--- config.mk ---
export PLATFORM = sky130hd
export DESIGN_NAME = demux_1x2_buffered_seq_flat
export DESIGN_NICKNAME = d
export VERILOG_FILES = /design/src/rtl/demux_1x2_buffered_seq_if.sv /design/src/rtl/demux_1x2_buffered_seq.sv /design/src/flat_wrapper.sv
export SDC_FILE = /design/constraint.sdc
export NUM_CORES = 1
export LEC_CHECK = 0
export ABC_CLOCK_PERIOD_IN_PS = 3700
export BUFFER_PORTS_ARGS = -buffer_cell sky130_fd_sc_hd__buf_4
export CORE_MARGIN = 5
export CORE_UTILIZATION = 38
export CTS_CLUSTER_SIZE = 16
export DETAILED_ROUTE_END_ITERATION = 8
export HOLD_SLACK_MARGIN = 0.06
export PLACE_DENSITY = 0.59
export SYNTH_ARGS = -nofsm -noshare
export SYNTH_HDL_FRONTEND = slang
export SYNTH_SLANG_ARGS = --single-unit
--- constraint.sdc ---
create_clock -name clk -period 3.7 [get_ports clk]
set_clock_uncertainty 0.1 [all_clocks]
set_input_delay 0.555 -clock clk [delete_from_list [all_inputs] [get_ports clk]]
set_output_delay 0.555 -clock clk [all_outputs]
set_load 0.01 [all_outputs]
--- src/rtl/demux_1x2_buffered_seq_if.sv ---
// Handshake bundle between an upstream source, the 1-to-2 demux and its two downstream sinks.
// The slave modport is the demux's view; the master modport drives it.
interface demux_1x2_buffered_seq_if #(
    parameter int DATA_WIDTH    = 32,
    parameter int COMMAND_WIDTH = 2
);
    logic                     i_valid;
    logic [DATA_WIDTH-1:0]    i_data_bus;
    logic [COMMAND_WIDTH-1:0] i_cmd;
    logic                     i_en;
    logic                     o_ready;
    logic [1:0]               o_valid;
    logic [2*DATA_WIDTH-1:0]  o_data_bus;
    logic [1:0]               i_ready;

    modport slave (
        input  i_valid, i_data_bus, i_cmd, i_en, i_ready,
        output o_ready, o_valid, o_data_bus
    );

    modport master (
        output i_valid, i_data_bus, i_cmd, i_en, i_ready,
        input  o_ready, o_valid, o_data_bus
    );
endinterface

--- src/rtl/demux_1x2_buffered_seq.sv ---
// 1-to-2 distributor: routes each word to low/high/both/none into per-branch FIFOs.
// Latency 1 cycle; o_ready drops when any selected branch FIFO is full (multicast all-or-nothing).
module demux_1x2_buffered_seq #(
    parameter int DATA_WIDTH    = 32,
    parameter int COMMAND_WIDTH = 2,
    parameter int FIFO_DEPTH    = 2
) (
    input  logic                    clk,
    input  logic                    rst,
    demux_1x2_buffered_seq_if.slave bus
);
    localparam int PTR_W = $clog2(FIFO_DEPTH);
    localparam int CNT_W = $clog2(FIFO_DEPTH + 1);

    logic [COMMAND_WIDTH-1:0] cmd;
    logic [1:0]               full;
    logic [1:0]               empty;
    logic [1:0]               push;
    logic [1:0]               pop;
    logic                     accept;
    logic [DATA_WIDTH-1:0]    head [2];

    assign cmd = bus.i_cmd;

    // Any selected branch being full blocks the whole word, even if it pops this cycle.
    assign bus.o_ready = bus.i_en & ~|(cmd[1:0] & full);
    assign accept      = bus.i_valid & bus.o_ready;
    assign push        = accept ? cmd[1:0] : 2'b00;
    assign pop         = ~empty & bus.i_ready;

    for (genvar b = 0; b < 2; b++) begin : g_branch
        logic [DATA_WIDTH-1:0] mem_q [FIFO_DEPTH];
        logic [PTR_W-1:0]      wr_ptr_q, wr_ptr_d;
        logic [PTR_W-1:0]      rd_ptr_q, rd_ptr_d;
        logic [CNT_W-1:0]      count_q, count_d;

        always_comb begin
            wr_ptr_d = wr_ptr_q;
            rd_ptr_d = rd_ptr_q;
            count_d  = count_q;
            if (push[b]) wr_ptr_d = wr_ptr_q + 1'b1;
            if (pop[b])  rd_ptr_d = rd_ptr_q + 1'b1;
            case ({push[b], pop[b]})
                2'b10:   count_d = count_q + 1'b1;
                2'b01:   count_d = count_q - 1'b1;
                default: count_d = count_q;
            endcase
        end

        always_ff @(posedge clk) begin
            if (rst) begin
                wr_ptr_q <= '0;
                rd_ptr_q <= '0;
                count_q  <= '0;
            end else begin
                wr_ptr_q <= wr_ptr_d;
                rd_ptr_q <= rd_ptr_d;
                count_q  <= count_d;
            end
        end

        // Storage needs no reset: the head is masked to zero whenever the FIFO is empty.
        always_ff @(posedge clk) begin
            if (!rst && push[b]) mem_q[wr_ptr_q] <= bus.i_data_bus;
        end

        assign full[b]  = (count_q == CNT_W'(FIFO_DEPTH));
        assign empty[b] = (count_q == '0);
        assign head[b]  = empty[b] ? '0 : mem_q[rd_ptr_q];
    end

    assign bus.o_valid    = ~empty;
    assign bus.o_data_bus = {head[1], head[0]};
endmodule

--- src/flat_wrapper.sv ---
// flat-port wrapper written by rule: the top's interface ports become plain ports
module demux_1x2_buffered_seq_flat 
#(
    parameter int DATA_WIDTH    = 32,
    parameter int COMMAND_WIDTH = 2,
    parameter int FIFO_DEPTH    = 2
)
  (clk, rst, bus_i_valid, bus_i_data_bus, bus_i_cmd, bus_i_en, bus_i_ready, bus_o_ready, bus_o_valid, bus_o_data_bus);
  demux_1x2_buffered_seq_if #(.DATA_WIDTH(DATA_WIDTH), .COMMAND_WIDTH(COMMAND_WIDTH)) bus_i ();
  input  logic clk;
  input  logic rst;
  input wire logic [$bits(bus_i.i_valid)-1:0] bus_i_valid;
  input wire logic [$bits(bus_i.i_data_bus)-1:0] bus_i_data_bus;
  input wire logic [$bits(bus_i.i_cmd)-1:0] bus_i_cmd;
  input wire logic [$bits(bus_i.i_en)-1:0] bus_i_en;
  input wire logic [$bits(bus_i.i_ready)-1:0] bus_i_ready;
  output wire logic [$bits(bus_i.o_ready)-1:0] bus_o_ready;
  output wire logic [$bits(bus_i.o_valid)-1:0] bus_o_valid;
  output wire logic [$bits(bus_i.o_data_bus)-1:0] bus_o_data_bus;
  assign bus_i.i_valid = bus_i_valid;
  assign bus_i.i_data_bus = bus_i_data_bus;
  assign bus_i.i_cmd = bus_i_cmd;
  assign bus_i.i_en = bus_i_en;
  assign bus_i.i_ready = bus_i_ready;
  assign bus_o_ready = bus_i.o_ready;
  assign bus_o_valid = bus_i.o_valid;
  assign bus_o_data_bus = bus_i.o_data_bus;
  demux_1x2_buffered_seq #(.DATA_WIDTH(DATA_WIDTH), .COMMAND_WIDTH(COMMAND_WIDTH), .FIFO_DEPTH(FIFO_DEPTH)) u_core (.clk(clk), .rst(rst), .bus(bus_i));
endmodule
# After elaboration in Yosys (flattened, before gate mapping)

Memory sizes are Yosys's and may differ from the RTL's. A register that Yosys moved wholly into a read port is not among the register bits.
Index checks and enable logic that the tools add are counted.

Add/sub/neg operators: 8
Multiply operators: 0
Div/mod/pow operators: 0
Magnitude comparators: 0
Equality and inequality tests: 6
Shifts and indexed selects: 0
Multiplexer cells: 13
Bitwise logic cells: 5
Reductions and logical operators: 9

Operators with widths:

| kind                  | count |
|---|---|
| $mux W32              | 2 |
| $eq A2 B2 Y1 const B  | 4 |
| $mux W1               | 8 |
| $pmux W2 S2           | 2 |
| $add A1 B1 Y1 const B | 4 |
| $add A2 B1 Y2 const B | 2 |
| $and A2 B2 Y2         | 2 |
| $eq A2 B1 Y1 const B  | 2 |
| $logic_not A2 Y1      | 2 |
| $reduce_bool A2 Y1    | 2 |
| $sub A2 B1 Y2 const B | 2 |
| $and A1 B1 Y1         | 2 |
| $logic_and A1 B1 Y1   | 2 |
| $logic_not A1 Y1      | 2 |
| $mux W2               | 1 |
| $not A2 Y2            | 1 |
| $reduce_or A2 Y1      | 1 |

Register bits after elaboration: 8
Bits in latches: 0
RAM bits: 128
Memory bits (read-only): 0
Bits of input ports: 40
Output and inout port bits: 67
Word-level logic and storage cells: 49
Memories: 2

Memories:

| memory                   | words | bits a word | read ports | clocked after memory_dff | write ports | RTL line                     | source |
|---|---|---|---|---|---|---|---|
| u_core.g_branch[0].mem_q | 2     | 32          | 1          | 1                        | 1           | demux_1x2_buffered_seq.sv:32 | `logic [DATA_WIDTH-1:0] mem_q [FIFO_DEPTH];` |
| u_core.g_branch[1].mem_q | 2     | 32          | 1          | 1                        | 1           | demux_1x2_buffered_seq.sv:32 |  |

# Depth between registers and ports, before layout

Gate-level depths: netlist (run 1).

Depth after elaboration: 10
Depth in mapped cells: 6
Mapped depth without buffers: 6

# Worst setup path after synthesis (run 1)

OpenSTA, ideal clock, no wires.

Path type: in2reg
Start point: input port bus_i_valid
End point: memory u_core.g_branch[0].mem_q[0][0] (enable)
Library setup time: 0.461 ns
Data arrival time: 3.044 ns
Required time: 3.139 ns
Path slack: 0.095 ns
Stages: 3
Cell sequence: and2_1 nand4_4 nor3_1

Word-level cells in the longest chain between the ends: 5

RTL lines:

| item                          | RTL line                     | source |
|---|---|---|
| from (decl)                   | flat_wrapper.sv:12           | `input wire logic [$bits(bus_i.i_valid)-1:0] bus_i_valid;` |
| $and A1 B1 Y1                 | demux_1x2_buffered_seq.sv:27 | `assign accept = bus.i_valid & bus.o_ready;` |
| $mux W2                       | demux_1x2_buffered_seq.sv:28 | `assign push = accept ? cmd[1:0] : 2'b00;` |
| $logic_and A1 B1 Y1           | demux_1x2_buffered_seq.sv:64 | `if (!rst && push[b]) mem_q[wr_ptr_q] <= bus.i_data_bus;` |
| $mux W1                       | demux_1x2_buffered_seq.sv:64 |  |
| $mux W1 (implied by the code) | demux_1x2_buffered_seq.sv:64 |  |
| to (decl)                     | demux_1x2_buffered_seq.sv:32 |  |

Every way passes these cells.

==> summary.txt, run 1 <==
Outcome
  – Status: completed

Layout
  – Synth-to-Final Area Change: 29.8%
  – Nets: 486
  – Storage cell area: 0.00405 mm2
  – Area occupied by multi-input gates: 0.00124 mm2
  – Final instance area: 0.00695 mm2
  – Antenna fix cells: 0
  – Share of layout cells above drive strength 1: 0.339
  – Layout fillers: 1222
  – Fin util: 0.501

Synth
  – Top_reg_cell synth: edfxtp_1
  – Number of synthesized flops with an enable pin: 128
  – Syn Area/Cell: 16.2 um2
  – Most numerous cell in the Yosys netlist: edfxtp_1
  – Yosys reg bits: 138
  – Post-synth ARST share: 0
  – Post-synth top area share: 0.717
  – Synth top cells by count: 128 x edfxtp_1, 74 x nor2_1, 64 x mux2i_1, 10 x dfxtp_1, 8 x buf_2
  – Yosys cell types: 24
  – Synthesized Nets: 372
  – Syn. warnings: 0
  – Post-Synthesis Cell Area: 0.00536 mm2
  – Area contributors post-synth: edfxtp_1 72%, mux2i_1 12%, nor2_1 5.2%
  – Sequential area share after synthesis: 0.755
  – Yosys top cell by area: edfxtp_1
  – Synth Instances: 330

Routing
  – Mean number of vias per cell: 4.73
  – Routed len/inst: 17.4 um
  – Vias post-DR: 3012
  – Met2 routed WL: 5610 um
  – WL met1: 4730 um
  – DRC violations left: 0
  – Routed Wire Length: 11100 um
  – Met3 WL: 564 um
  – Detail Route Antenna Nets: 0
  – DR pass1 iterations: 4
  – Iteration-0 DRC Markers: 188
  – Highest metal used: met4

Timing
  – RSZ-0062 raised after global routing: false
  – Period utilization: 0.736
  – Setup WS post-layout: 0.975 ns
  – Rel. slew slack: 0.239
  – Fmax: 0.367 GHz
  – Worst-Margin Slew: 1.14 ns
  – Post-route setup TNS: 0 ns
  – Final Slew Violations: 0
  – Finish-stage setup viols: 0
  – Tmin final: 2.72 ns
  – Final Hold Fails: 0

Clocking
  – # H-tree levels: 4
  – Cts hold-fix bufs: 0
  – Buffer count from post-CTS setup fixing: 0
  – CTS root buf: clkbuf_16
  – Num CTS Buffers: 17
  – CTS Sinks: 138
  – Clock slew at reported path FFs: 0.06 ns
  – Longest Clk Path Bufs: 2
  – Worst-Skew Late Latency: 0.41 ns
  – CTS tree: yes
  – CTS resizes: 0

Power and ir drop
  – Leak pwr: 2.55 nW
  – Logic pwr share: 0.166
  – Peak supply drop: 367 uV
  – Switching Power: 1.02 mW
  – Clock power frac: 0.394
  – Pwr per Cell Area: 601 mW/mm2
  – Cell Int Power: 3.15 mW
  – Sw frac: 0.245
  – Sequential share of power: 0.440

Setup path
  – CP Launch Type: register
  – Crit end category: primary output
  – Setup slack, reg-to-reg: 1.71 ns
  – CP required: 3.04 ns
  – Crit Path Category: reg2out
  – Worst-path maximum fanout: 32
  – WP data arrival: 2.07 ns

Floorplan
  – Die Y: 129 um
  – Die X: 129 um
  – Initial Util: 0.386
  – Die area: 0.0166 mm2
  – I/O pin total: 107
  – Core ar.: 0.0139 mm2
  – Placement Rows: 43

GRT
  – First-pass GRT wire length: 17300 um
  – Total GRT Usage: 0.139
  – Largest net degree at the start of global routing: 34
  – Initial antenna violation count: 0
  – Global route total overflow: 0
  – Vias in the first global route: 3253

Placement
  – Final Wtd Congestion: 0.722
  – Final HPWL DP: 6900 um
  – Pre-CTS WS: 1.35 ns
  – IO buf count: 106
  – DP Area: 0.00636 mm2

Hold path
  – Hold Path Class: in2reg

Run
  – Reported max-cap violation count: 0
-- registers in the layout, indices dropped and copies added, names as in the netlist, named ones only --
| register | flops |
|---|---|
| u_core.g_branch.mem_q | 128 |
| u_core.g_branch.rd_ptr_q | 2 |
| u_core.g_branch.wr_ptr_q | 2 |
| u_core.g_branch.count_q | 4 |
-- cell usage in the layout, fill, tap and decap left out, types with 2 or more instances in the layout --
cell / synthesis / layout
mux2i_1: 64 / 64
nand3b_4: 2 / 2
nor2_1: 74 / 72
dfxtp_2: 0 / 2
nand2_1: 2 / 2
inv_1: 5 / 5
clkinv_2: 0 / 4
ha_1: 2 / 2
dfxtp_1: 10 / 8
buf_4: 6 / 110
clkbuf_8: 0 / 8
nor3_2: 0 / 4
xor2_1: 4 / 4
nor2b_1: 2 / 2
o21ai_0: 4 / 4
mux2_4: 2 / 2
or3_1: 2 / 2
edfxtp_1: 128 / 128
nor2_4: 0 / 2
clkbuf_16: 0 / 17
xnor2_1: 2 / 2
and2_1: 2 / 2
a21oi_1: 2 / 2
-- metrics by stage --
step / std cells / power (mW) / hold slack, ns
final: 637 / 4.18 / 0.247
after global routing: 637 / 4.36 / 0.235
after CTS: 637 / 4.23 / 0.235
after detailed placement: 605 / 2.59 / 0.399
after global placement: 605 / 2.57 / 0.385
after floorplan: 330 / 2.23 / 0.372
-- power by group through the flow --
| stage | registers [mW] | logic (mW) | clock network [mW] |
|---|---|---|---|
| floorplan | 1.79 | 0.432 | 0 |
| global placement | 1.87 | 0.699 | 0 |
| detailed placement | 1.88 | 0.710 | 0 |
| CTS | 1.84 | 0.713 | 1.67 |
| global route | 1.85 | 0.763 | 1.74 |
| finish | 1.84 | 0.693 | 1.65 |
-- metal layers --
metal | vias up | GRT usage
li1 | 1437 | -
met1 | 1479 | 0.171
met2 | 81 | 0.234
met3 | 15 | 0.0403
met4 | 0 | 0.0537
met5 | - | 0
-- worst paths after layout --
| kind | start | to | depth (start not counted) |
|---|---|---|---|
| worst max register to register | u_core.g_branch[0].count_q[0]$_SDFFE_PP0P_ | u_core.g_branch[1].mem_q[1][14]$_DFFE_PP_ | 4 |
| worst min-delay path | bus_i_data_bus[6] | u_core.g_branch[1].mem_q[1][6]$_DFFE_PP_ | 1 |
| worst min register to register | u_core.g_branch[1].rd_ptr_q$_SDFFE_PP0P_ | register | 2 |
| worst max-delay path | register | bus_o_data_bus[54] | 3 |
-- cells by family after synthesis --
logic type | Yosys count | share of synthesized area
multiplexers | 66 | 0.125
buffers and inverters | 20 | 0.0201
AND/OR/NAND/NOR | 92 | 0.0799
adder cells (fa/ha/maj) | 2 | 0.00467
flip-flops | 138 | 0.755
AO/OA/AOI/OAI | 6 | 0.00561
XOR/XNOR | 6 | 0.00981
-- final cells by class --
cell class | instances | share of cell area
clock inverters | 6 | 0.00828
well taps | 180 | 0.0324
inverters | 5 | 0.00270
repair buffers | 110 | 0.119
multi-input cells | 172 | 0.178
clock buffers | 26 | 0.0775
flip-flops and latches | 138 | 0.582
-- critical path, stage by stage (launching register included) --
cell and delay, ns:
dfxtp_2 1.08, mux2i_1 0.31, nor2_1 0.07, buf_4 0.18
Power figures use the tool's default switching activity.
==> inputs of run 2 (changes only) <==
ABC_AREA = 1   (was default)
ABC_CLOCK_PERIOD_IN_PS = 2590   (was 3700)
PLACE_DENSITY = 0.57   (was 0.59)
clock period = 2.59 ns   (was 3.7 ns; I/O delays follow)
==> run 2 against run 1 <==
Against the previous run:
- power increased by 43%
- largest cell class unchanged
- highest routed layer unchanged
- cell count up 14%
- via count up 15%
- setup slack worse by 0.65 ns
- worst hold slack got worse by 0.16 ns
==> summary.txt, run 2 <==
Outcome
  – Status: completed

Floorplan
  – I/O pin total: 107 (unchanged)
  – Initial Util: 0.385 (-0.00116)
  – Core ar.: 0.0138 mm2 (-0.78%)
  – Die area: 0.0164 mm2 (-0.99%)
  – Die X: 128 um (-0.50%)
  – Die Y: 128 um (-0.50%)
  – Placement Rows: 43 (unchanged)

Routing
  – Detail Route Antenna Nets: 0 (unchanged)
  – DR pass1 iterations: 4 (unchanged)
  – Routed Wire Length: 11900 um (+7.5%)
  – DRC violations left: 0 (unchanged)
  – Iteration-0 DRC Markers: 258 (+37%)
  – Mean number of vias per cell: 4.78 (+1.1%)
  – Routed len/inst: 16.4 um (-5.4%)
  – Vias post-DR: 3461 (+15%)
  – WL met1: 5510 um (+17%)
  – Met2 routed WL: 5590 um (-0.39%)
  – Highest metal used: met4
  – Met3 WL: 596 um (+5.7%)

Clocking
  – # H-tree levels: 4 (unchanged)
  – CTS Sinks: 138 (unchanged)
  – CTS tree: yes
  – Cts hold-fix bufs: 0 (unchanged)
  – Longest Clk Path Bufs: 2 (unchanged)
  – Clock slew at reported path FFs: 0.06 ns (about the same)
  – CTS root buf: clkbuf_16
  – CTS resizes: 0 (unchanged)
  – Worst-Skew Late Latency: 0.41 ns (about the same)
  – Num CTS Buffers: 17 (unchanged)
  – Buffer count from post-CTS setup fixing: 0 (unchanged)

Synth
  – Post-synth ARST share: 0 (unchanged)
  – Most numerous cell in the Yosys netlist: nand2_1
  – Synth Instances: 413 (+25%)
  – Post-synthesis mux area share: 0 (-0.125)
  – Number of synthesized flops with an enable pin: 128 (unchanged)
  – Syn. warnings: 0 (unchanged)
  – Syn Area/Cell: 12.8 um2 (-21%)
  – Synth Area in Simple Gates: 0.124 (+0.0443)
  – Yosys reg bits: 138 (unchanged)
  – Sequential area share after synthesis: 0.763 (+0.00820)
  – Synth Area in XOR/XNOR: 0.00165 (-0.00816)
  – Synth top cells by count: 137 x nand2_1, 128 x edfxtp_1, 71 x a21oi_1, 14 x inv_1, 12 x nor2_1
  – Yosys cell types: 19 (-21%)
  – Area contributors post-synth: edfxtp_1 73%, nand2_1 9.7%, a21oi_1 6.7%
  – Top_reg_cell synth: edfxtp_1
  – Largest family of logic cells by synthesized area: simple AND/OR/NAND/NOR gates
  – Synthesized Nets: 455 (+22%)
  – Post-Synthesis Cell Area: 0.00530 mm2 (-1.1%)
  – Compound-cell area share of the yosys netlist: 0.0727 (+0.0671)
  – Post-synth top area share: 0.725 (+0.00779)
  – Yosys top cell by area: edfxtp_1
  – Post-synthesis adder-cell area fraction: 0.00472 (+0.0000507)

Power and ir drop
  – Logic pwr share: 0.142 (-0.024)
  – Leak pwr: 2.71 nW (+6.4%)
  – Switching Power: 1.45 mW (+41%)
  – Cell Int Power: 4.54 mW (+44%)
  – Total power: 5.99 mW (+43%)
  – Clock power frac: 0.437 (+0.043)
  – Sw frac: 0.241 (-0.00385)
  – Sequential share of power: 0.421 (-0.019)
  – Peak supply drop: 381 uV (+3.8%)
  – Pwr per Cell Area: 855 mW/mm2 (+42%)

Placement
  – Final HPWL DP: 7850 um (+14%)
  – Pre-CTS WS: 0.495 ns (-0.856 ns)
  – DP Area: 0.00636 mm2 (about the same)
  – Final Wtd Congestion: 0.780 (+8.1%)
  – Inst Count DP: 692 (+14%)
  – IO buf count: 106 (unchanged)

Setup path
  – CP cell instances: inv_1 > buf_12 > nand2_1 > a21oi_1 > buf_4
  – Worst-path maximum fanout: 20 (-38%)
  – Slowest-stage cell, CP: inv_1
  – CP Launch Type: register
  – Setup slack, reg-to-reg: 0.57 ns (-1.14 ns)
  – Crit end category: primary output
  – CP required: 2.10 ns (-0.94 ns)
  – Max incr delay on CP: 0.37 ns (-0.71 ns)
  – Total stage count of the critical path: 5 (+2)
  – Setup crit end: bus_o_data_bus[43]
  – Cell family with most CP delay: buffers and inverters
  – RR Endpoint: u_core.g_branch[0].count_q[1]$_SDFFE_PP0P_
  – Crit Path Category: reg2out
  – Critical R2R Launch: u_core.g_branch[0].count_q[0]$_SDFFE_PP0P_
  – Crit path buffers/inverters: 3 (+2)
  – Reg2reg path depth: 9 (+5)
  – WP data arrival: 1.77 ns (-0.30 ns)

Timing
  – Worst-Margin Slew: 0.573 ns (-0.568 ns)
  – Post-route setup TNS: 0 ns (unchanged)
  – Hold WS: 0.0831 ns (-0.164 ns)
  – Tmin final: 2.26 ns
  – Fmax: 0.442 GHz
  – Rel. slew slack: 0.616 (+0.376)
  – RSZ-0062 raised after global routing: false
  – Setup WS post-layout: 0.327 ns (-0.648 ns)
  – Final Hold Fails: 0 (unchanged)
  – Period utilization: 0.874
  – Finish-stage setup viols: 0 (unchanged)
  – Final Slew Violations: 0 (unchanged)

Layout
  – Nets: 573 (+18%)
  – Max reg flops: 128 (unchanged)
  – Final instance area: 0.00701 mm2 (+0.74%)
  – Share of layout cells above drive strength 1: 0.298 (-0.0414)
  – Non-Filler Instances: 724 (+14%)
  – Fin util: 0.509 (+0.00764)
  – Top flop regs: u_core.g_branch.mem_q x128, u_core.g_branch.count_q x4
  – Most frequent cells in the layout: 137 x nand2_1, 128 x edfxtp_1, 116 x buf_4
  – Antenna fix cells: 0 (unchanged)
  – Biggest register: u_core.g_branch.mem_q
  – Commonest non-fill, non-tap cell in the layout: nand2_1
  – Synth-to-Final Area Change: 32.2%

Run
  – Reported max-cap violation count: 0 (unchanged)

GRT
  – Largest net degree at the start of global routing: 34 (unchanged)
  – Total GRT Usage: 0.150 (+0.0110)
  – Vias in the first global route: 3461 (+6.4%)
  – Global route total overflow: 0 (unchanged)
  – Initial antenna violation count: 0 (unchanged)
  – First-pass GRT wire length: 18600 um (+7.4%)

Hold path
  – Hold Path Class: in2reg
## run 2: cell types whose count changed in the layout (fill, tap and decap cells not counted), sizes merged, moves of 3 or more
cell | before | now
a21oi | 2 | 71
clkinv | 4 | 8
xor2 | 4 | 1
inv | 5 | 14
nor2 | 74 | 18
nand2 | 2 | 138
clkbuf | 26 | 17
bufinv | 1 | 5
buf | 110 | 119
mux2i | 64 | 0
nor3 | 4 | 0
## run 2: kinds of logic (layout without fill, tap and decap cells)
group | after synthesis | in the layout
xor+xnor | 1 | 1
buf+inv | 35 | 166
flops | 138 | 138
fa+ha+maj | 2 | 2
compound gates | 76 | 76
simple gates | 161 | 161
## run 2: layout make-up
cell class                 instances  area [um2]
timing repair buffer             119         931
fill                            1237        6770
inverter                          15        56.3
clock inverter                    15         224
sequential                       138        4050
tap                              180         225
clock buffer                      17         425
multi-input combinational        240        1100
## run 2: how the worst min path moves through the flow
| stage | from | to | slack, ns | depth (start not counted) |
|---|---|---|---|---|
| after floorplan | u_core.g_branch[1].rd_ptr_q$_SDFFE_PP0P_ | register | 0.33 | 1 |
| after global placement | u_core.g_branch[1].rd_ptr_q$_SDFFE_PP0P_ | u_core.g_branch[1].rd_ptr_q$_SDFFE_PP0P_ | 0.34 | 1 |
| after detailed placement | u_core.g_branch[1].rd_ptr_q$_SDFFE_PP0P_ | register | 0.34 | 1 |
| after CTS | bus_i_data_bus[1] | u_core.g_branch[0].mem_q[1][1]$_DFFE_PP_ | 0.06 | 1 |
| after global routing | bus_i_data_bus[1] | u_core.g_branch[0].mem_q[1][1]$_DFFE_PP_ | 0.06 | 1 |
| final | bus_i_data_bus[1] | u_core.g_branch[0].mem_q[1][1]$_DFFE_PP_ | 0.08 | 1 |
## run 2: power by group through the flow
stage               combinational [mW]  sequential (mW)  clock, mW
floorplan                        0.443             2.55          0
global placement                 0.861             2.57          0
detailed placement               0.872             2.57          0
CTS                              0.874             2.52       2.66
global route                     0.941             2.53       2.76
finish                           0.849             2.52       2.62
## run 2: worst reg2reg max path: stages (launching register included)
cell and delay (ns):
dfxtp_1 0.47, nor2_2 0.11, nor2_1 0.14, nand4_1 0.21
ha_1 0.38, o21bai_1 0.16, a21oi_1 0.17, nand2_1 0.08
nand2_1 0.06, nor2_1 0.04
## run 2: routing by layer
metal | GRT usage | up-vias
met3 | 0.0404 | 13
met2 | 0.231 | 95
met5 | 0 | -
li1 | - | 1682
met1 | 0.206 | 1671
met4 | 0.0556 | 0
==> inputs of run 3 (changes only) <==
CELL_PAD_IN_SITES_DETAIL_PLACEMENT = 0   (was default)
CELL_PAD_IN_SITES_GLOBAL_PLACEMENT = 1   (was default)
PLACE_DENSITY = 0.68   (was 0.57)
SETUP_SLACK_MARGIN = 0.5   (was default)
==> run 3 against run 2 <==
Against the previous run:
- utilization increased by 1.0 points
- sequential cell count unchanged
- largest power group is now sequential cells
- critical path type unchanged
- register-to-register slack improved by 0.12 ns
==> summary.txt, run 3 (synthesized netlist as in run 2, its figures left out) <==
Outcome
  – Status: completed

Setup path
  – Slowest-stage cell, CP: dfxtp_4
  – Crit end category: primary output
  – CP cell instances: inv_1 > buf_8 > nand2_1 > a21oi_1 > buf_4
  – Total stage count of the critical path: 5 (unchanged)
  – Max incr delay on CP: 0.38 ns (about the same)
  – Setup crit end: bus_o_data_bus[62]
  – WP data arrival: 1.55 ns (-0.22 ns)
  – Critical R2R Launch: u_core.g_branch[0].count_q[1]$_SDFFE_PP0P_
  – Crit path buffers/inverters: 3 (unchanged)
  – CP Launch Type: register
  – CP required: 2.10 ns (about the same)
  – Setup slack, reg-to-reg: 0.69 ns (+0.12 ns)
  – RR Endpoint: u_core.g_branch[1].count_q[1]$_SDFFE_PP0P_
  – Cell family with most CP delay: buffers and inverters
  – Reg2reg path depth: 10 (+1)
  – Worst-path maximum fanout: 15 (-25%)
  – Crit Path Category: reg2out

Power and ir drop
  – Cell Int Power: 4.39 mW (-3.3%)
  – Clock power frac: 0.405 (-0.032)
  – Switching Power: 1.45 mW (about the same)
  – Sequential share of power: 0.432 (+0.011)
  – Peak supply drop: 355 uV (-6.6%)
  – Pwr per Cell Area: 817 mW/mm2 (-4.4%)
  – Logic pwr share: 0.163 (+0.021)
  – Leak pwr: 2.78 nW (+2.5%)
  – Sw frac: 0.248 (+0.00618)

Routing
  – DRC violations left: 0 (unchanged)
  – Vias post-DR: 3459 (-0.058%)
  – Routed Wire Length: 12300 um (+3.5%)
  – Iteration-0 DRC Markers: 171 (-34%)
  – Routed len/inst: 16.7 um (+1.7%)
  – Detail Route Antenna Nets: 0 (unchanged)
  – DR pass1 iterations: 4 (unchanged)
  – Mean number of vias per cell: 4.69 (-1.8%)

GRT
  – Global route total overflow: 0 (unchanged)
  – Initial antenna violation count: 0 (unchanged)
  – Total GRT Usage: 0.151 (+0.000809)
  – Largest net degree at the start of global routing: 33 (-2.9%)
  – Vias in the first global route: 3317 (-4.2%)
  – First-pass GRT wire length: 18300 um (-1.4%)

Floorplan
  – Placement Rows: 43 (unchanged)
  – Core ar.: 0.0138 mm2 (unchanged)
  – Die X: 128 um (unchanged)
  – Initial Util: 0.385 (unchanged)
  – Die area: 0.0164 mm2 (unchanged)
  – Die Y: 128 um (unchanged)
  – I/O pin total: 107 (unchanged)

Layout
  – Most frequent cells in the layout: 137 x nand2_1, 128 x edfxtp_1, 117 x buf_4
  – Fin util: 0.519 (+0.0103)
  – Commonest non-fill, non-tap cell in the layout: nand2_1
  – Synth-to-Final Area Change: 34.8%
  – Nets: 586 (+2.3%)
  – Share of layout cells above drive strength 1: 0.321 (+0.0236)
  – Max reg flops: 128 (unchanged)
  – Biggest register: u_core.g_branch.mem_q
  – Top flop regs: u_core.g_branch.mem_q x128, u_core.g_branch.count_q x4
  – Antenna fix cells: 0 (unchanged)

Clocking
  – CTS tree: yes
  – Clock slew at reported path FFs: 0.06 ns (about the same)
  – Num CTS Buffers: 17 (unchanged)
  – # H-tree levels: 4 (unchanged)
  – CTS Sinks: 138 (unchanged)
  – Worst-Skew Late Latency: 0.42 ns (about the same)
  – Longest Clk Path Bufs: 2 (unchanged)
  – CTS root buf: clkbuf_16

Timing
  – Setup WS post-layout: 0.556 ns (+0.230 ns)
  – Worst-Margin Slew: 0.322 ns (-0.251 ns)
  – RSZ-0062 raised after global routing: true
  – Tmin final: 2.03 ns (-0.230 ns)
  – Finish-stage setup viols: 0 (unchanged)
  – Fmax: 0.492 GHz (+11%)
  – Final Slew Violations: 0 (unchanged)
  – Final Hold Fails: 0 (unchanged)
  – Rel. slew slack: 0.785 (+0.169)
  – Period utilization: 0.785 (-0.0886)
  – Post-route setup TNS: 0 ns (unchanged)

Run
  – Reported max-cap violation count: 0 (unchanged)

Placement
  – Final HPWL DP: 7870 um (+0.28%)
  – Final Wtd Congestion: 0.718 (-8.0%)
  – IO buf count: 106 (unchanged)
  – Pre-CTS WS: 0.534 ns (+0.0394 ns)

Hold path
  – Hold Path Class: in2reg
[run 3: metrics by stage]
step           instances  instance area, um2  total power, mW  hold WS [ns]
2_1_floorplan        413                5320             2.99         0.325
3_3_place_gp         695                6380             3.45         0.337
3_5_place_dp         695                6380             3.46         0.347
4_1_cts              735                7040             5.86        0.0604
5_1_grt              737                7150             6.09        0.0606
6_report             737                7150             5.84        0.0726
[run 3: final cells by class]
type	instances	area (um2)
clock buffers	18	429
flip-flops and latches	138	4050
repair buffers	132	1090
clock inverters	14	154
inverters	15	58.8
fillers	1222	6630
well taps	180	225
multi-input cells	240	1130
[run 3: what timing repair did]
item                                   CTS  global route
buffers inserted                         2             0
resized for setup                        4            20
gates cloned                             0             1
endpoints found under the hold margin   17             4
hold buffers                             6             1
pin swaps                                1             0
setup endpoints to repair               48            38
[run 3: how the worst min path moves through the flow]
stage / from / slack, ns / to / cells past startpoint
finish: rst / 0.07 / u_core.g_branch[0].count_q[0]$_SDFFE_PP0P_ / 2
global route: bus_i_data_bus[14] / 0.06 / u_core.g_branch[1].mem_q[0][14]$_DFFE_PP_ / 1
CTS: bus_i_data_bus[30] / 0.06 / u_core.g_branch[0].mem_q[1][30]$_DFFE_PP_ / 1
detailed placement: u_core.g_branch[1].rd_ptr_q$_SDFFE_PP0P_ / 0.35 / u_core.g_branch[1].rd_ptr_q$_SDFFE_PP0P_ / 1
global placement: u_core.g_branch[1].rd_ptr_q$_SDFFE_PP0P_ / 0.34 / u_core.g_branch[1].rd_ptr_q$_SDFFE_PP0P_ / 1
floorplan: u_core.g_branch[1].rd_ptr_q$_SDFFE_PP0P_ / 0.33 / register / 1
[run 3: power by group through the flow]
stage / logic, mW / clock network (mW) / registers [mW]
floorplan: 0.444 / 0 / 2.55
global placement: 0.891 / 0 / 2.56
detailed placement: 0.903 / 0 / 2.56
CTS: 0.932 / 2.41 / 2.52
global route: 1.04 / 2.53 / 2.53
finish: 0.954 / 2.36 / 2.52
[run 3: metal layers]
metal | vias to the layer above | global-route usage | part of all wire
li1 | 1697 | - | -
met1 | 1664 | 0.198 | 0.46
met2 | 91 | 0.235 | 0.47
met3 | 7 | 0.0488 | 0.056
met4 | 0 | 0.0581 | 0.0076
met5 | - | 0 | 0
